===== src/rtl/rf_write_scheduler.sv =====
// Register-file write scheduler: zero-fills every entry after reset, then
// round-robin arbitrates two write requesters onto a single registered write port.
`timescale 1ns/1ps
module rf_write_scheduler #(
   parameter int unsigned raw      = 5,
   parameter bit          ZERO_REG = 1'b1
) (
   input  logic           clk,
   input  logic           rst,
   input  logic           a_valid_i,
   input  logic [raw-1:0] a_addr_i,
   input  logic [31:0]    a_data_i,
   output logic           a_ready_o,
   input  logic           b_valid_i,
   input  logic [raw-1:0] b_addr_i,
   input  logic [31:0]    b_data_i,
   output logic           b_ready_o,
   output logic [raw-1:0] rf_rd_addr_o,
   output logic           rf_wen_o,
   output logic [31:0]    rf_write_data_o,
   output logic           busy_o,
   output logic [15:0]    stall_cnt_o
);

   typedef enum logic {ST_CLEAR, ST_RUN} state_t;

   // Handshake: a write transfers on a rising edge where valid and ready are
   // both high; ready depends on valid, never the reverse, and refused
   // requesters hold valid/addr/data until they see ready.
   state_t           state_q, state_d;
   logic [raw-1:0]   clr_cnt_q, clr_cnt_d;
   logic             last_b_q, last_b_d;
   logic             wen_q, wen_d;
   logic [raw-1:0]   addr_q, addr_d;
   logic [31:0]      data_q, data_d;
   logic [15:0]      stall_q, stall_d;
   logic             grant_a, grant_b;

   always_comb begin
      state_d   = state_q;
      clr_cnt_d = clr_cnt_q;
      last_b_d  = last_b_q;
      wen_d     = 1'b0;
      addr_d    = addr_q;
      data_d    = data_q;
      stall_d   = stall_q;
      grant_a   = 1'b0;
      grant_b   = 1'b0;
      case (state_q)
         ST_CLEAR: begin
            wen_d     = 1'b1;
            addr_d    = clr_cnt_q;
            data_d    = '0;
            clr_cnt_d = clr_cnt_q + 1'b1;
            if (clr_cnt_q == '1) state_d = ST_RUN;
         end
         default: begin
            // On a tie the requester that did not win last time goes first.
            if (a_valid_i && b_valid_i) begin
               grant_a = last_b_q;
               grant_b = !last_b_q;
            end else begin
               grant_a = a_valid_i;
               grant_b = b_valid_i;
            end
            if (grant_a) begin
               addr_d = a_addr_i;
               data_d = a_data_i;
            end else if (grant_b) begin
               addr_d = b_addr_i;
               data_d = b_data_i;
            end
            // Address 0 is hardwired when ZERO_REG is set: accept, but never write it.
            wen_d = (grant_a || grant_b) && !(ZERO_REG && (addr_d == '0));
            if (grant_a || grant_b) last_b_d = grant_b;
            if (((a_valid_i && !grant_a) || (b_valid_i && !grant_b)) && (stall_q != 16'hFFFF))
               stall_d = stall_q + 16'd1;
         end
      endcase
   end

   always_ff @(posedge clk) begin
      if (rst) begin
         state_q   <= ST_CLEAR;
         clr_cnt_q <= '0;
         last_b_q  <= 1'b1;
         wen_q     <= 1'b0;
         addr_q    <= '0;
         data_q    <= '0;
         stall_q   <= '0;
      end else begin
         state_q   <= state_d;
         clr_cnt_q <= clr_cnt_d;
         last_b_q  <= last_b_d;
         wen_q     <= wen_d;
         addr_q    <= addr_d;
         data_q    <= data_d;
         stall_q   <= stall_d;
      end
   end

   assign a_ready_o       = grant_a;
   assign b_ready_o       = grant_b;
   assign busy_o          = (state_q == ST_CLEAR);
   assign rf_wen_o        = wen_q;
   assign rf_rd_addr_o    = addr_q;
   assign rf_write_data_o = data_q;
   assign stall_cnt_o     = stall_q;

endmodule


===== config.mk =====
export PLATFORM = sky130hd
export DESIGN_NAME = rf_write_scheduler
export DESIGN_NICKNAME = d
export VERILOG_FILES = /design/src/rtl/rf_write_scheduler.sv
export SDC_FILE = /design/constraint.sdc
export NUM_CORES = 1
export LEC_CHECK = 0
export CORE_AREA = 2 2 85 87
export CTS_BUF_LIST = sky130_fd_sc_hd__clkbuf_2 sky130_fd_sc_hd__clkbuf_4 sky130_fd_sc_hd__clkbuf_8
export DETAILED_ROUTE_END_ITERATION = 8
export DIE_AREA = 0 0 87 89
export PLACE_DENSITY = 0.81
export SYNTH_ARGS = -nofsm -noshare
export SYNTH_HDL_FRONTEND = slang
export SYNTH_SLANG_ARGS = --single-unit
export TNS_END_PERCENT = 50

===== constraint.sdc =====
create_clock -name clk -period 2.11 [get_ports clk]
set_input_delay 0.422 -clock clk [delete_from_list [all_inputs] [get_ports clk]]
set_output_delay 0.422 -clock clk [all_outputs]
set_load 0.1 [all_outputs]

; Word-level counts from Yosys, hierarchy flattened
; Index checks and enable logic that the tools add are counted.
[classes]
n_eq_ne = 2
muxes = 15
bitwise_logic = 1
n_reduce_logical = 16
n_addsub = 2
[ops]
columns = operator, count
row1 = two-way mux 32 bit, 2
row2 = two-way mux 5 bit, 4
row3 = "adder 16 x 1 -> 16 bit, second input constant", 1
row4 = "!= test 16 bit, second input constant", 1
row5 = two-way mux 1 bit, 9
row6 = "adder 5 x 1 -> 5 bit, second input constant", 1
row7 = "== test 5 bit, second input constant", 1
row8 = logical AND 1 bit, 5
row9 = zero test 5 bit, 1
row10 = zero test 1 bit, 4
row11 = AND reduction 2 bit, 2
row12 = logical OR 1 bit, 2
row13 = nonzero test 2 bit, 1
row14 = OR reduction 2 bit, 1
row15 = NOT 1 bit, 1
[word_totals]
word_cells = 43
input_bits = 78
reg_bits = 61

; Depth between registers and ports, before layout
; Gate-level depths: netlist (run 1).
[logic_depth]
word_depth = 10
ltp_mapped = 6
mapped_depth_nobuf = 6

; Worst setup path before layout (run 1)
; No wires, ideal clock.
[synth_path]
path_type = flip-flop to flip-flop
start = reg stall_q[0], in the netlist stall_cnt_o[0]
end = reg stall_q[0], in the netlist stall_cnt_o[0]
n_path_buf = 0
period_less_slack_ns = 2.311
t_arrival_ns = 2.184
setup_slack_ns = -0.201
stages_incl_launch_ff = 7
path_cell_list = dfxtp_1 -> ha_1 -> nand4_1 -> nor4_2 -> nor2_1 -> xnor2_1 -> nor2_1
[synth_via]
elab_chain_cells = 3
elab_cells_between_ends = 4
[synth_lines]
columns = element, line_no
row1 = from (decl), 36  ; logic [15:0] stall_q, stall_d;
row2 = from (signal assigned), 98  ; stall_q <= stall_d;
row3 = "parallel branches: the longest is 3 deep, another holds adder 16 x 1 -> 16 bit", --
; Several ways; the timed one is not identified.
; A chain may end at the register's enable or synchronous reset.

; Worst setup path in the final report (run 1)
[layout_path]
start = in b_valid_i
end = out b_ready_o
[layout_via]
elab_chain_cells = 4
[layout_lines]
columns = element, line_no
row1 = from (decl), 14  ; input logic b_valid_i,
row2 = logical AND 1 bit, 59  ; if (a_valid_i && b_valid_i) begin
row3 = two-way mux 1 bit *, 59
row4 = two-way mux 1 bit * (2 in a row), 49  ; case (state_q)
row5 = to (decl), 17  ; output logic b_ready_o,
; Every way passes the cells marked *; elsewhere a longest branch is shown, timed or not. The select of a mux whose other input is x is not followed.

==> results of run 1 <==
## logic make-up (layout without fill, tap and decap cells)
family                     Yosys count  in the layout  synth area share [%]
AOI/OAI and AO/OA                   53             53                 10.55
and+or+nand+nor                    115            115                 21.87
muxes                               41             41                 14.79
adders and majority gates            3              3                 1.353
xor gates and xnor gates            14             14                 4.418
buffers and inverters               18            160                 3.020
DFF                                 61             61                 44.00
## metal layers
layer	vias to the layer above	global-route usage, %	part of all wire [%]
li1	1349	-	-
met1	1264	24.10	43
met2	104	34.70	48
met3	7	6.648	7.6
met4	0	6.534	1.3
met5	-	0	0
## worst register-to-register path, cell delays in order, from the launching register on
cell and delay (ns):
dfxtp_1 0.53, inv_1 0.25, a21o_1 0.21, a221oi_1 0.35
nor3b_1 0.25, a221oi_1 0.10
## power by group
group | total, uW | switching [uW] | internal, uW
Clock | 1020 | 423 | 599
Combinational | 307 | 122 | 185
Sequential | 1170 | 7.65 | 1160
Total | 2500 | 553 | 1940
## worst max-delay path by stage
| stage | startpoint | endpoint | slack, ns | cells past startpoint |
|---|---|---|---|---|
| final | b_valid_i | b_ready_o | 0.07 | 4 |
| after detailed placement | b_valid_i | rf_wen_o | -0.10 | 6 |
| after CTS | b_valid_i | b_ready_o | 0.01 | 4 |
| after global placement | b_valid_i | b_ready_o | -0.03 | 4 |
| after global routing | b_valid_i | b_ready_o | 0.003 | 4 |
| after floorplan | stall_cnt_o[13] | stall_cnt_o[13] | 0.0003 | 5 |
## repair_timing
item                                    CTS  global route
gates resized for setup                   1             1
endpoints found under the setup margin    1             1
hold endpoints to repair                  0             0
## cell type report
cell class / instances / area [um^2] / area share [%]
Clock buffer: 11 / 151.4 / 3.477
Clock inverter: 4 / 47.55 / 1.092
Inverter: 2 / 7.507 / 0.1724
Multi-Input combinational cell: 226 / 1484 / 34.08
Sequential cell: 61 / 1235 / 28.36
Tap cell: 80 / 100.1 / 2.299
Timing Repair Buffer: 143 / 1329 / 30.52
## cells in the mapped netlist (5+ instances only)
cell,instances,area share (%)
and3_1,5,1.1
buf_2,7,1.3
clkbuf_1,6,0.81
dfxtp_1,61,44
mux2i_1,41,15
nand2_1,38,5.1
nand3_1,8,1.4
nor2_1,28,3.8
nor3_1,7,1.3
nor4_2,5,2.3
o21ai_0,32,5.8
o21ai_1,6,1.1
xnor2_1,10,3.2
## sequential cells by signal (all words and copies together) (netlist names)
signal	cells
rf_write_data_o	32
stall_cnt_o	16
clr_cnt_q	5
rf_rd_addr_o	5
last_b_q	1
rf_wen_o	1
state_q	1
## per-stage QoR
stage               std cells  worst slack (ns)  utilization, %
floorplan                 305         0.0003049               -
global placement          512          -0.02593           61.79
global route              527          0.003374           64.80
finish                    527           0.06763           64.80
CTS                       527           0.01485           64.75
detailed placement        512           -0.1050           61.79
==> results.sh, run 1 <==
export IMPL_status="complete, no violations"
export IMPL_fin_area_um2=4354
export IMPL_holdBufCountCts=0
export IMPL_antenna_found_initial=0
export IMPL_worstMarginPinSlew_ns=0.4978
export IMPL_design_power_total_uw=2497
export IMPL_hold_slack_ns=0.4490
export IMPL_regToRegSetupSlack_ns=0.31
export IMPL_synth_seq_cells=61
export IMPL_overflow=0
export IMPL_slowest_delay_ns=0.57
export IMPL_rsz0062_at_grt="false"
export IMPL_crit_family="buffers and inverters"
export IMPL_p_leak_uw=0.001807
export IMPL_grt_use_total_pct=20.26
export IMPL_cts_setup_buffers=0
export IMPL_fin_setup_tns_ns=0
export IMPL_cts_tree="done"
export IMPL_hold_depth=2
export IMPL_cp_data_required_time_ns=1.69
export IMPL_post_drt_wl_per_cell_um=15.05
export IMPL_start_util_pct=41.30
export IMPL_syn_area_per_cell_um2=9.099
export IMPL_wl_mm=7.933
export IMPL_die_h_um=89
export IMPL_crit_path_cell_trace="clkdlybuf4s50_1, a21boi_2, and2_1, buf_12"
export IMPL_root_buffer="clkbuf_8"
export IMPL_final_cell_mix="77 x clkdlybuf4s50_1, 61 x buf_4, 50 x dfxtp_1"
export IMPL_clock_latency_ns=0.32
export IMPL_grt_max_degree=34
export IMPL_hold_class="register to register"
export IMPL_period_minus_slack_ns=2.042
export IMPL_start_kind="primary input"
export IMPL_slew_headroom_pct=66.54
export IMPL_ant_nets=0
export IMPL_synth_warnings=0
export IMPL_fin_crit_sh_pct=96.79
export IMPL_maxCapViolCount=0
export IMPL_synth_cells=305
export IMPL_syn_nets=386
export IMPL_die_x_um=87
export IMPL_antennaDiodeCount=0
export IMPL_synth_async_reset_ratio_pct=0
export IMPL_cts_made_buffers=9
export IMPL_clk_pin_slew_ns=0.07
export IMPL_hold_viol=0
export IMPL_drcViolationCount=0
export IMPL_slowest_stage="clkdlybuf4s50_1"
export IMPL_finClkSkew_ns=0.008760
export IMPL_finalMaxSlewViolations=0
export IMPL_grt_pass1_vias=2623
export IMPL_r2r_end="rf_wen_o"
export IMPL_crit_arrival_ns=1.62
export IMPL_synthFlopType="dfxtp_1"
export IMPL_r2r_start="state_q"
export IMPL_clock_path_buffers=2
export IMPL_endpoint_kind="output pin"
export IMPL_ff2ff_path_depth=5
export IMPL_peakVddDrop_mv=0.4092
export IMPL_die_area_um2=7743
export IMPL_whs_endpoint="rf_write_data_o[30]"
export IMPL_portBuffers=134
export IMPL_synth_edf_count=0
export IMPL_nets=524
export IMPL_final_common_cell="clkdlybuf4s50_1"
export IMPL_hold_path_startpoint="rf_write_data_o[30]"
export IMPL_fillers=563
export IMPL_drtIter0Drc=114
export IMPL_drt_vias_per_instance=5.169
export IMPL_power_density_nw_per_um2=573.6
export IMPL_drive_above_1_share_pct=23.49
export IMPL_critPathMaxFanout=6
export IMPL_coreArea_um2=6719
export IMPL_dr_pass1_iters=4
export IMPL_clkSinkCount=61
export IMPL_place_hpwl_mm=5.953
export IMPL_ys_seq_area_share_pct=44.00
export IMPL_h_tree_depth=3
export IMPL_netlist_area_um2=2775
export IMPL_num_rows=30
export IMPL_io_pins=135
export IMPL_cp_num_buf_inv=2
export IMPL_gp_congestion=0.8938
export IMPL_setup_viol=0
export IMPL_syn_to_final_growth_pct=56.90
export IMPL_dpl_cell_area_um2=4151
export IMPL_synth_cell_types=40
export IMPL_dr_total_vias=2724
export IMPL_grt_pass1_wl_mm=12.19
export IMPL_worstSetupPathType="primary input to output pin"
export IMPL_max_clock_freq_ghz=0.4896
Power figures use the tool's default switching activity.
==> inputs of run 2 (changes only) <==
Settings changed: CELL_PAD_IN_SITES_DETAIL_PLACEMENT from default to 0, CELL_PAD_IN_SITES_GLOBAL_PLACEMENT from default to 1, CORE_AREA 2 2 85 87 to 2 2 100 102, DIE_AREA 0 0 87 89 to 0 0 102 104, GPL_ROUTABILITY_DRIVEN from default to 0, PLACE_DENSITY 0.81 to default, PLACE_DENSITY_LB_ADDON from default to 0.1.
==> results.sh, run 2 (synthesis results as in run 1) <==
export IMPL_status="complete, no violations"
export IMPL_crit_cells=4
export IMPL_fin_setup_tns_ns=0
export IMPL_portBuffers=134
export IMPL_die_area_um2=10610
export IMPL_io_pins=135
export IMPL_cts_made_buffers=9
export IMPL_crit_path_cell_trace="clkdlybuf4s50_1, buf_4, and3_1, buf_12"
export IMPL_p_leak_uw=0.001851
export IMPL_period_minus_slack_ns=2.050
export IMPL_die_x_um=102
export IMPL_start_util_pct=29.06
export IMPL_drt_vias_per_instance=4.515
export IMPL_dr_total_vias=2646
export IMPL_r2r_start="stall_cnt_o[0]"
export IMPL_largest_reg_flops=32
export IMPL_worstSetupPathType="primary input to output pin"
export IMPL_power_density_nw_per_um2=584.1
export IMPL_endpoint_kind="output pin"
export IMPL_cp_num_buf_inv=3
export IMPL_crit_path_start="a_valid_i"
export IMPL_crit_arrival_ns=1.63
export IMPL_worstMarginPinSlew_ns=0.4809
export IMPL_dpl_cell_area_um2=4268
export IMPL_ant_nets=0
export IMPL_drcViolationCount=0
export IMPL_critPathMaxFanout=7
export IMPL_regToRegSetupSlack_ns=0.49
export IMPL_rsz0062_at_grt="false"
export IMPL_nets=529
export IMPL_cp_data_required_time_ns=1.69
export IMPL_setup_slack_ns=0.05966
export IMPL_overflow=0
export IMPL_crit_family="buffers and inverters"
export IMPL_clk_pin_slew_ns=0.07
export IMPL_dr_pass1_iters=4
export IMPL_h_tree_depth=3
export IMPL_slowest_stage="clkdlybuf4s50_1"
export IMPL_antennaDiodeCount=0
export IMPL_place_hpwl_mm=6.027
export IMPL_clock_latency_ns=0.33
export IMPL_fin_area_um2=4486
export IMPL_fin_crit_sh_pct=97.17
export IMPL_slowest_delay_ns=0.61
export IMPL_grt_use_total_pct=15.53
export IMPL_pre_cts_slack_ns=-0.1314
export IMPL_cts_tree="done"
export IMPL_start_kind="primary input"
export IMPL_wl_mm=8.180
export IMPL_maxCapViolCount=0
export IMPL_syn_to_final_growth_pct=61.63
export IMPL_grt_max_degree=33
export IMPL_die_h_um=104
export IMPL_antenna_found_initial=0
export IMPL_num_rows=36
export IMPL_crit_path_end="a_ready_o"
export IMPL_finClkSkew_ns=0.009911
export IMPL_slew_headroom_pct=67.70
export IMPL_ff2ff_path_depth=6
export IMPL_finalMaxSlewViolations=0
export IMPL_drtIter0Drc=43
export IMPL_design_power_total_uw=2620
export IMPL_max_clock_freq_ghz=0.4877
export IMPL_final_common_cell="clkdlybuf4s50_1"
export IMPL_final_cell_mix="77 x clkdlybuf4s50_1, 65 x buf_4, 50 x dfxtp_1"
export IMPL_drive_above_1_share_pct=24.50
export IMPL_root_buffer="clkbuf_8"
export IMPL_hold_class="register to register"
export IMPL_post_drt_wl_per_cell_um=13.96
export IMPL_clkSinkCount=61
export IMPL_hold_viol=0
export IMPL_peakVddDrop_mv=0.2768
export IMPL_clock_path_buffers=2
export IMPL_coreArea_um2=9549
export IMPL_setup_viol=0
export IMPL_grt_pass1_vias=2521
export IMPL_cts_setup_buffers=0
export IMPL_grt_pass1_wl_mm=12.97
export IMPL_r2r_end="stall_cnt_o[0]"
==> run 2: how the worst min path moves through the flow <==
| stage | start | endpoint | slack [ns] | cells after the start |
|---|---|---|---|---|
| after detailed placement | rf_write_data_o[9] | rf_write_data_o[9] | 0.44 | 2 |
| after global placement | rf_write_data_o[27] | rf_write_data_o[27] | 0.44 | 2 |
| final | rf_write_data_o[9] | rf_write_data_o[9] | 0.45 | 2 |
| after CTS | rf_write_data_o[9] | rf_write_data_o[9] | 0.45 | 2 |
| after global routing | rf_write_data_o[10] | rf_write_data_o[10] | 0.47 | 2 |
| after floorplan | clr_cnt_q[0] | clr_cnt_q[0] | 0.47 | 2 |
==> run 2: final cells by class <==
| type | instances | area, um^2 |
|---|---|---|
| inverter | 2 | 7.507 |
| timing repair buffer | 148 | 1379 |
| clock buffer | 11 | 138.9 |
| fill | 958 | 5064 |
| clock inverter | 5 | 75.07 |
| multi-input combinational | 226 | 1484 |
| sequential | 61 | 1235 |
| tap | 133 | 166.4 |
==> run 2: metrics by stage <==
step,std cells,utilization (%),hold slack (ns)
CTS,586,46.93,0.4531
detailed placement,570,44.69,0.4428
finish,586,46.97,0.4517
floorplan,305,-,0.4652
global route,586,46.97,0.4716
global placement,570,44.69,0.4361
==> run 2: power breakdown <==
| group | total [uW] | switching, uW | internal [uW] | leakage, uW |
|---|---|---|---|---|
| logic | 310 | 120 | 191 | 0.00124 |
| clock network | 1140 | 456 | 686 | 0.000114 |
| registers | 1170 | 7.49 | 1160 | 0.000498 |
==> run 2: timing repair <==
item	4_1_cts	5_1_grt
setup endpoints to repair	1	1
hold buffers	0	0
resized for setup	1	1
==> run 2: layer usage <==
metal / GRT usage [%] / part of all wire [%]
met1: 20.94 / 48
met3: 2.688 / 6.1
met5: 0 / 0
met4: 6.000 / 1.4
met2: 24.53 / 45
==> run 2: worst reg2reg max path, stage by stage (launching register included) <==
cell	delay [ns]
dfxtp_2	0.39
ha_1	0.23
nand4_1	0.12
nor4_2	0.44
nor2_1	0.13
xnor2_1	0.15
nor2_1	0.05
==> inputs of run 3 (changes only) <==
Settings changed: CORE_AREA 2 2 100 102 to 2 2 109 111, DIE_AREA 0 0 102 104 to 0 0 111 113.
==> results.sh, run 3 (synthesis results as in run 1) <==
export IMPL_antenna_found_initial=0
export IMPL_post_drt_wl_per_cell_um=14.43
export IMPL_hold_class="register to register"
export IMPL_multi_input_area_um2=1484
export IMPL_fillers=1173
export IMPL_cp_data_required_time_ns=1.69
export IMPL_crit_arrival_ns=1.40
export IMPL_fin_crit_sh_pct=86.14
export IMPL_io_pins=135
export IMPL_grt_use_total_pct=14.14
export IMPL_ff2ff_path_depth=6
export IMPL_slowest_stage="dfxtp_1"
export IMPL_root_buffer="clkbuf_8"
export IMPL_die_area_um2=12540
export IMPL_wl_mm=8.632
export IMPL_register_area_um2=1235
export IMPL_grt_pass1_vias=2613
export IMPL_slowest_delay_ns=0.48
export IMPL_critPathMaxFanout=8
export IMPL_hold_viol=0
export IMPL_finalMaxSlewViolations=0
export IMPL_cts_tree="done"
export IMPL_utilization_pct=39.96
export IMPL_drtIter0Drc=52
export IMPL_period_minus_slack_ns=1.818
export IMPL_drcViolationCount=0
export IMPL_dpl_cell_area_um2=4295
export IMPL_regToRegSetupSlack_ns=0.34
export IMPL_antennaDiodeCount=0
export IMPL_endpoint_kind="output pin"
export IMPL_p_sw_share_pct=23.52
export IMPL_seqPwrFrac_pct=45.8
export IMPL_clockPowerShare_pct=42.0
export IMPL_place_hpwl_mm=6.428
export IMPL_hold_path_startpoint="rf_write_data_o[10]"
export IMPL_h_tree_depth=3
export IMPL_drive_above_1_share_pct=24.84
export IMPL_drt_vias_per_instance=4.435
export IMPL_holdBufCountCts=0
export IMPL_p_sw_uw=599.6
export IMPL_worstMarginPinSlew_ns=0.5609
export IMPL_clock_path_buffers=2
export IMPL_start_util_pct=24.62
export IMPL_crit_family="flip-flops"
export IMPL_dr_pass1_iters=4
export IMPL_cts_setup_buffers=0
export IMPL_worstSetupPathType="register to output pin"
export IMPL_crit_path_cell_trace="nand2b_1, and3_1, buf_12"
export IMPL_final_cell_mix="75 x clkdlybuf4s50_1, 67 x buf_4, 50 x dfxtp_1"
export IMPL_syn_to_final_growth_pct=62.31
export IMPL_final_common_cell="clkdlybuf4s50_1"
export IMPL_coreArea_um2=11270
export IMPL_die_h_um=113
export IMPL_portBuffers=134
export IMPL_whs_endpoint="rf_write_data_o[10]"
export IMPL_clk_pin_slew_ns=0.07
export IMPL_setup_viol=0
export IMPL_max_clock_freq_ghz=0.5502
export IMPL_maxCapViolCount=0
export IMPL_hold_depth=2
export IMPL_cp_num_buf_inv=1
export IMPL_r2r_end="stall_cnt_o[0]"
export IMPL_start_kind="register"
export IMPL_cts_made_buffers=9
export IMPL_peakVddDrop_mv=0.2975
export IMPL_fin_area_um2=4504
export IMPL_place_inst=582
export IMPL_final_instance_count_excl_fill=598
export IMPL_p_int_uw=1950
export IMPL_grt_max_degree=33
export IMPL_pwr_share_comb_pct=12.2
export IMPL_dr_total_vias=2652
export IMPL_die_x_um=111
export IMPL_p_leak_uw=0.001867
export IMPL_num_rows=39
export IMPL_largest_reg_flops=32
export IMPL_status="complete, no violations"
export IMPL_overflow=0
export IMPL_clock_latency_ns=0.33
export IMPL_r2r_start="stall_cnt_o[0]"
export IMPL_slew_headroom_pct=62.30
export IMPL_fin_setup_tns_ns=0
export IMPL_power_density_nw_per_um2=566.0
export IMPL_finClkSkew_ns=0.008489
export IMPL_grt_pass1_wl_mm=14.19
export IMPL_nets=531
export IMPL_ant_nets=0
export IMPL_rsz0062_at_grt="false"
export IMPL_clkSinkCount=61
==> run 3: changes by cell type in the layout (fill, tap and decap cells not counted) <==
cell / change
clkdlybuf4s50_1: -2
clkinvlp_4: +1
buf_4: +2
clkbuf_8: +1
clkinv_2: -1
bufinv_16: -1
dlymetal6s2s_1: +2
==> run 3: worst register-to-register path, cell delays in order, from the launching register on <==
cell     delay [ns]
dfxtp_2        0.39
ha_1           0.23
nand4_1        0.14
nor4_2         0.52
nor2_1         0.15
xnor2_1        0.17
nor2_1         0.05
==> run 3: routing by layer <==
metal / track usage, % / part of all wire [%] / wire length [um]
met1: 18.23 / 48 / 4137
met2: 22.99 / 46 / 3975
met3: 4.231 / 5.2 / 452
met4: 4.250 / 0.76 / 66
met5: 0 / 0 / 0
==> run 3: what timing repair did <==
| item | CTS | global route |
|---|---|---|
| setup endpoints to repair | 1 | 2 |
| cloned | 0 | 0 |
| resized for setup | 2 | 2 |
==> run 3: area by class of cell <==
class / count / area share, %
sequential: 61 / 27.42
clock inverter: 4 / 1.056
timing repair buffer: 150 / 31.06
inverter: 2 / 0.1667
multi-input combinational: 226 / 32.94
tap: 143 / 3.972
clock buffer: 12 / 3.389
==> run 3: through the flow <==
stage | total power [uW] | worst slack (ns) | hold WS (ns)
after floorplan | 1320 | 0.0003049 | 0.4652
after global placement | 1507 | -0.06592 | 0.4369
after detailed placement | 1509 | -0.09906 | 0.4426
after CTS | 2612 | 0.01338 | 0.4514
after global routing | 2688 | 0.09020 | 0.4664
final | 2550 | 0.2924 | 0.4463
==> run 3: worst max-delay path by stage <==
| stage | startpoint | end | slack (ns) | depth (start not counted) |
|---|---|---|---|---|
| global route | stall_cnt_o[0] | stall_cnt_o[0] | 0.09 | 6 |
| floorplan | stall_cnt_o[13] | stall_cnt_o[13] | 0.0003 | 5 |
| CTS | a_valid_i | a_ready_o | 0.01 | 4 |
| finish | last_b_q | a_ready_o | 0.29 | 3 |
| global placement | b_valid_i | b_ready_o | -0.07 | 4 |
| detailed placement | a_valid_i | rf_wen_o | -0.1 | 6 |
==> run 3: power by group through the flow <==
stage	Sequential, uW	Combinational (uW)	Clock, uW
finish	1170	311	1070
global route	1170	335	1180
CTS	1170	317	1130
detailed placement	1190	315	0
global placement	1190	313	0
floorplan	1220	97.7	0
